### config.mk
export PLATFORM = sky130hd
export DESIGN_NAME = ps2_keyboard_rx
export DESIGN_NICKNAME = d
export VERILOG_FILES = /design/src/rtl/ps2_keyboard_rx_pkg.sv /design/src/rtl/ps2_sync_filter.sv /design/src/rtl/ps2_keyboard_rx.sv
export SDC_FILE = /design/constraint.sdc
export NUM_CORES = 1
export LEC_CHECK = 0
export CORE_ASPECT_RATIO = 1.5
export CORE_UTILIZATION = 60
export CTS_CLUSTER_DIAMETER = 100
export DETAILED_ROUTE_END_ITERATION = 12
export PLACE_DENSITY = 0.82
export REMOVE_ABC_BUFFERS = 1
export SKIP_CTS_REPAIR_TIMING = 1
export SYNTH_ARGS = -nofsm -noshare
export SYNTH_HDL_FRONTEND = slang
export SYNTH_SLANG_ARGS = --single-unit
### constraint.sdc
create_clock -name clk -period 2.4 [get_ports clk]
set_input_delay 0.24 -clock clk [delete_from_list [all_inputs] [get_ports clk]]
set_output_delay 0.24 -clock clk [all_outputs]
set_load 0.01 [all_outputs]
### src/rtl/ps2_keyboard_rx_pkg.sv
// Shared constants, state encoding and helpers for the PS/2 keyboard receiver.
// Parity checking is enabled by defining FPGA_ROBOTS_PS2_PARITY_EN.
package ps2_keyboard_rx_pkg;

    localparam int PS2_DATA_BITS         = 8;
    localparam int PS2_FRAME_BITS        = 11;
    localparam int PS2_FILT_LEN_DEF      = 4;
    localparam int PS2_TIMEOUT_TICKS_DEF = 25;

    typedef enum logic [1:0] {
        ST_IDLE   = 2'd0,
        ST_DATA   = 2'd1,
        ST_PARITY = 2'd2,
        ST_STOP   = 2'd3
    } ps2_state_t;

    // Odd parity: data bits plus parity bit must hold an odd number of ones.
    function automatic logic ps2_parity_ok(input logic [PS2_DATA_BITS-1:0] data,
                                           input logic                     par);
        return (^data) ^ par;
    endfunction

endpackage

### src/rtl/ps2_sync_filter.sv
// Two-flop synchronizer plus a persistence glitch filter for the PS/2 clock line.
// Emits a registered one-cycle pulse when the filtered level falls 1->0.
module ps2_sync_filter #(
    parameter int FILT_LEN = 4
) (
    input  logic clk,
    input  logic rst,
    input  logic line_in,
    output logic fall
);

    logic       meta;
    logic       sync;
    logic       filt;
    logic [3:0] cnt;

    // Flops reset to 1, the idle level of an open-collector PS/2 bus.
    always_ff @(posedge clk or negedge rst) begin
        if (!rst) begin
            meta <= 1'b1;
            sync <= 1'b1;
            filt <= 1'b1;
            cnt  <= 4'd0;
            fall <= 1'b0;
        end else begin
            meta <= line_in;
            sync <= meta;
            fall <= 1'b0;
            if (sync == filt) begin
                cnt <= 4'd0;
            end else if (cnt == 4'(FILT_LEN - 1)) begin
                filt <= sync;
                cnt  <= 4'd0;
                fall <= filt;
            end else begin
                cnt <= cnt + 4'd1;
            end
        end
    end

endmodule

### src/rtl/ps2_keyboard_rx.sv
// Receive-only PS/2 device-to-host deserializer producing one strobe per good byte.
// Parity checking is enabled by defining FPGA_ROBOTS_PS2_PARITY_EN.
module ps2_keyboard_rx
    import ps2_keyboard_rx_pkg::*;
#(
    parameter int FILT_LEN      = PS2_FILT_LEN_DEF,
    parameter int TIMEOUT_TICKS = PS2_TIMEOUT_TICKS_DEF
) (
    input  logic                     clk,
    input  logic                     rst,
    input  logic                     sixus,
    input  logic                     ps2_clk_in,
    input  logic                     ps2_dat_in,
    output logic [PS2_DATA_BITS-1:0] rx_dat,
    output logic                     rx_stb,
    output logic                     err_stb,
    output logic                     busy,
    output ps2_state_t               state_dbg
);

    // Handshake: rx_stb and err_stb are single-cycle, mutually exclusive
    // pulses with no ready; rx_dat is valid in the rx_stb cycle and holds after.

    logic                     fall;
    logic                     dat_meta;
    logic                     dat_sync;
    logic                     frame_good;
    logic                     timeout_hit;

    ps2_state_t               state;
    ps2_state_t               state_nxt;
    logic [2:0]               bitcnt;
    logic [2:0]               bitcnt_nxt;
    logic [PS2_DATA_BITS-1:0] shreg;
    logic [PS2_DATA_BITS-1:0] shreg_nxt;
    logic [5:0]               tocnt;
    logic [5:0]               tocnt_nxt;
    logic [PS2_DATA_BITS-1:0] rx_dat_nxt;
    logic                     rx_stb_nxt;
    logic                     err_stb_nxt;

    ps2_sync_filter #(
        .FILT_LEN (FILT_LEN)
    ) u_clk_filter (
        .clk     (clk),
        .rst     (rst),
        .line_in (ps2_clk_in),
        .fall    (fall)
    );

    // Data only needs to be stable at the filtered edge, so no filter here.
    always_ff @(posedge clk or negedge rst) begin
        if (!rst) begin
            dat_meta <= 1'b1;
            dat_sync <= 1'b1;
        end else begin
            dat_meta <= ps2_dat_in;
            dat_sync <= dat_meta;
        end
    end

`ifdef FPGA_ROBOTS_PS2_PARITY_EN
    logic par_q;

    always_ff @(posedge clk or negedge rst) begin
        if (!rst) begin
            par_q <= 1'b0;
        end else if (state == ST_PARITY && fall) begin
            par_q <= dat_sync;
        end
    end

    assign frame_good = dat_sync && ps2_parity_ok(shreg, par_q);
`else
    assign frame_good = dat_sync;
`endif

    assign timeout_hit = (tocnt == 6'(TIMEOUT_TICKS));
    assign state_dbg   = state;

    always_comb begin
        state_nxt   = state;
        bitcnt_nxt  = bitcnt;
        shreg_nxt   = shreg;
        tocnt_nxt   = tocnt;
        rx_dat_nxt  = rx_dat;
        rx_stb_nxt  = 1'b0;
        err_stb_nxt = 1'b0;

        if (state == ST_IDLE || fall) begin
            tocnt_nxt = 6'd0;
        end else if (sixus && !timeout_hit) begin
            tocnt_nxt = tocnt + 6'd1;
        end

        case (state)
            ST_IDLE: begin
                if (fall && !dat_sync) begin
                    state_nxt  = ST_DATA;
                    bitcnt_nxt = 3'd0;
                end
            end
            ST_DATA: begin
                if (fall) begin
                    shreg_nxt = {dat_sync, shreg[PS2_DATA_BITS-1:1]};
                    if (bitcnt == 3'd7) begin
                        state_nxt = ST_PARITY;
                    end else begin
                        bitcnt_nxt = bitcnt + 3'd1;
                    end
                end
            end
            ST_PARITY: begin
                if (fall) begin
                    state_nxt = ST_STOP;
                end
            end
            ST_STOP: begin
                if (fall) begin
                    state_nxt = ST_IDLE;
                    if (frame_good) begin
                        rx_dat_nxt = shreg;
                        rx_stb_nxt = 1'b1;
                    end else begin
                        err_stb_nxt = 1'b1;
                    end
                end
            end
            default: begin
                state_nxt = ST_IDLE;
            end
        endcase

        // An edge in the same cycle as the timeout keeps the frame alive.
        if (state != ST_IDLE && !fall && timeout_hit) begin
            state_nxt   = ST_IDLE;
            bitcnt_nxt  = 3'd0;
            shreg_nxt   = '0;
            tocnt_nxt   = 6'd0;
            err_stb_nxt = 1'b1;
        end
    end

    always_ff @(posedge clk or negedge rst) begin
        if (!rst) begin
            state   <= ST_IDLE;
            bitcnt  <= 3'd0;
            shreg   <= '0;
            tocnt   <= 6'd0;
            rx_dat  <= '0;
            rx_stb  <= 1'b0;
            err_stb <= 1'b0;
            busy    <= 1'b0;
        end else begin
            state   <= state_nxt;
            bitcnt  <= bitcnt_nxt;
            shreg   <= shreg_nxt;
            tocnt   <= tocnt_nxt;
            rx_dat  <= rx_dat_nxt;
            rx_stb  <= rx_stb_nxt;
            err_stb <= err_stb_nxt;
            busy    <= (state_nxt != ST_IDLE);
        end
    end

endmodule

==> out/summary.md <==
For the DRC marker count from the first detailed-route iteration, the log shows 26. For the tightest slew margin relative to the limit, the log shows 43.92%. For the final database, setup skew stands at 0.005724 ns. Before CTS, the worst setup slack after placement is 0.6007 ns. Clock tree root driver cell: clkbuf_8. Summed over all cells, the static leakage comes to 0.9190 nW. STA classifies the critical path startpoint as a register.

In this run the horizontal extent of the chip is 47.16 µm. 0 antenna diodes ended up in the layout. The worst path in the final design needs a cycle of 1.986 ns, including I/O delays and setup. Wires add up to 3337 µm. The total negative slack for setup checks was 0 ns; the synthesis-stage register bit count was 40. After legalization and detailed placement, the total HPWL measured 2358 µm. The number of antenna violations at the first check in global routing is 0, and the final max-slew violation count is 0. The setup slack of the most critical reg-to-reg path was 0.54 ns; the number of warnings reported in the yosys synthesis log was 0.

In this run the worst path has a maximum fanout of 23. The tools report the number of hold violations in the final report as 0. The count of cells in the finished layout, fillers not included, comes to 227.

Global routing used 24.66% of the available tracks. For the worst setup path, the data arrival time is 1.75 ns. The count of nets left with antenna violations once routing finished came out at 0. TritonCTS built the clock tree. In this run the tool buffered the top-level ports with 17 buffer cells.

The largest net degree at the start of global routing is 41, and the global-route wire length before repair is 5740 µm. The most frequent standard cell in the layout excluding fill and tap cells was dfrtp_1. The launch point of the worst reg-to-reg path was state_dbg[0]$_DFF_PN0_. Max-cap violations in this run came to 0. Walking the worst path, the cells encountered are clkdlybuf4s50_1. The clock tree synthesis step divided the H-tree into 2 levels. Of the available clock period, the critical path in the final layout requires 82.75%. At the pin with the least slew margin, the transition time is 0.8412 ns. Dividing the synthesized area by the synthesized cell count gives 10.80 µm². The vias per cell is 5.696. The worst hold-check slack is 0.04236 ns.

The number of buffers created by CTS came out at 5. In this design, the largest share of critical-path delay is due to flip-flops. The logs give 503.5 MHz for the maximum frequency from static timing analysis and 1836 µm² for the cell area after synthesis. The fraction of layout cells with a size suffix above 1 is 11.17%. Across the VDD grid, the largest voltage drop is 684.7 µV.

The kind of path behind the tightest hold check was in -> async. The floorplan die height came out at 69.74 µm. The worst setup path is of the reg -> out kind.

The number of DRC violations after detailed routing was 0; the number of instances in the synthesized netlist was 170. The initial utilization of the core area, before any placement, comes to 63.02%. Counting cells, the worst reg-to-reg path comes to 2. The sum of buffers and inverters on the critical path came out at 1. The tools report the type of destination of the critical path as a primary output.

The final net count is 197, and the power density of the placed cells is 763.9 nW/µm². The iteration count of the initial detailed-routing pass came out at 4. No sink is reached through more buffers than the 2 on the longest clock path. Synthesis instantiated 40 different standard cells from the library.

In this run, placement finished with an instance count of 219. Setup violations remaining at the end of the flow were counted as 0. The top cell types in the final layout, fill and taps aside, are dfrtp_1, nand2_1, clkdlybuf4s50_1, inv_1, o21ai_0. The peak per-stage delay on the critical path was 0.77 ns; the post-route worst setup slack was 0.4141 ns. The run finished with clean final reports.

The data required time of the critical path came out at 2.16 ns. Clock-pin slew was measured on the worst setup and hold paths at 0.07 ns. The run gives 1327 as the number of global-route vias before repair.

Slowest stage cell on the critical path: dfrtp_1. The total via count after detailed routing came out at 1293. For this design the top-level I/O count stands at 18. For the part of the Yosys area used for sequential elements, the log shows 54.87%. At the end of the flow the core is filled with cells to 72.98%.

For the insertion delay to the later sink of the worst-skew pair, the log shows 0.30 ns. The floorplan step defined a die boundary enclosing 3289 µm². The core box area was 2913 µm². From synthesis to final layout, the design area changed by 15.81%.

The run gives 40 as the clock net sink count. For this run the aggregate overflow at the end of global routing stands at 0. Routability-driven placement finished with a final weighted congestion of 0.7379.

The tools report the end of the worst register-to-register path as rx_dat[7]$_DFFE_PN0P_. The run gives 24 as the site row count. Setup repair after global routing left no endpoint under its margin.

Routed wirelength normalized by instance count: 14.70 µm.
==> per-layer routing <==
| metal | vias to the layer above | wire, µm | track usage, % |
|---|---|---|---|
| met4 | 0 | 106 | 14.29 |
| li1 | 637 | - | - |
| met3 | 10 | 74 | 3.906 |
| met5 | - | 0 | 0 |
| met2 | 24 | 1815 | 41.36 |
| met1 | 622 | 1340 | 27.56 |
==> worst max-delay path by stage <==
stage,from,to,depth (start not counted)
after detailed placement,state_dbg[0]$_DFF_PN0_,rx_dat[7]$_DFFE_PN0P_,3
after floorplan,state_dbg[0]$_DFF_PN0_,rx_dat[0]$_DFFE_PN0P_,3
after global routing,state_dbg[0]$_DFF_PN0_,rx_dat[4]$_DFFE_PN0P_,2
after global placement,state_dbg[0]$_DFF_PN0_,rx_dat[0]$_DFFE_PN0P_,3
final,state_dbg[0]$_DFF_PN0_,state_dbg[0],1
after CTS,state_dbg[0]$_DFF_PN0_,state_dbg[0],1
==> cell usage after synthesis <==
cell      number  area share (%)
and3b_1        1            0.48
xor2_1         4             1.9
or3_1          1            0.34
buf_4          2            0.82
clkbuf_1       1            0.20
nor2_1         7             1.4
o221ai_1       8             3.8
xnor2_1        2            0.95
dfstp_2        5             7.2
nor2b_1        2            0.68
a21oi_1        3            0.82
buf_2          4             1.1
a31oi_1        1            0.34
o211ai_1       4             1.6
o21bai_4       1             1.0
a311oi_1       1            0.48
a22o_1         1            0.48
and2_1         1            0.34
mux2_2         1            0.61
nand2_1       23             4.7
dfrtp_1       35              48
or3b_1         1            0.48
o22a_1         7             3.3
nand2b_1       2            0.68
o32ai_1        1            0.48
o21bai_2       2             1.2
nor3_1         3            0.82
nand3_1        2            0.55
and4bb_2       1            0.68
nand3b_1       2            0.82
or4b_1         1            0.55
buf_1          1            0.20
nand4_1        7             2.4
a211oi_1       1            0.41
ha_1           5             3.4
o21a_1         1            0.41
nor3b_1        1            0.41
nand4b_2       1            0.82
o21ai_0        9             2.5
inv_1         14             2.9
==> registers in the layout, indices dropped and copies added, names as in the netlist <==
signal and cells:
tocnt 6, u_clk_filter.cnt 4, u_clk_filter.fall 1, dat_meta 1, rx_dat 8, rx_stb 1
u_clk_filter.filt 1, state_dbg 2, bitcnt 3, dat_sync 1, shreg 8, busy 1
u_clk_filter.sync 1, u_clk_filter.meta 1, err_stb 1
==> power breakdown <==
| group | internal [mW] | switching, mW |
|---|---|---|
| clock network | 0.307 | 0.234 |
| logic | 0.132 | 0.131 |
| registers | 0.743 | 0.0767 |
==> layout make-up <==
type,instances,area [µm²]
Multi-Input combinational cell,108,733.2
Fill cell,210,787.0
Sequential cell,40,1007
Clock buffer,5,68.82
Tap cell,39,48.80
Timing Repair Buffer,18,172.7
Inverter,14,52.55
Clock inverter,3,42.54
==> through the flow <==
step	instance area, µm²	power, mW
6_report	2126	1.624
2_1_floorplan	1793	0.9944
3_3_place_gp	2014	1.068
5_1_grt	2126	1.694
4_1_cts	2126	1.639
3_5_place_dp	2014	1.094
==> kinds of logic after synthesis <==
family	share of synthesized area (%)
flops	54.87
simple gates	16.16
buf+inv	5.180
compound gates	16.91
mux	0.6135
xor+xnor	2.863
fa+ha+maj	3.408
(Power assumes the default switching activity.)
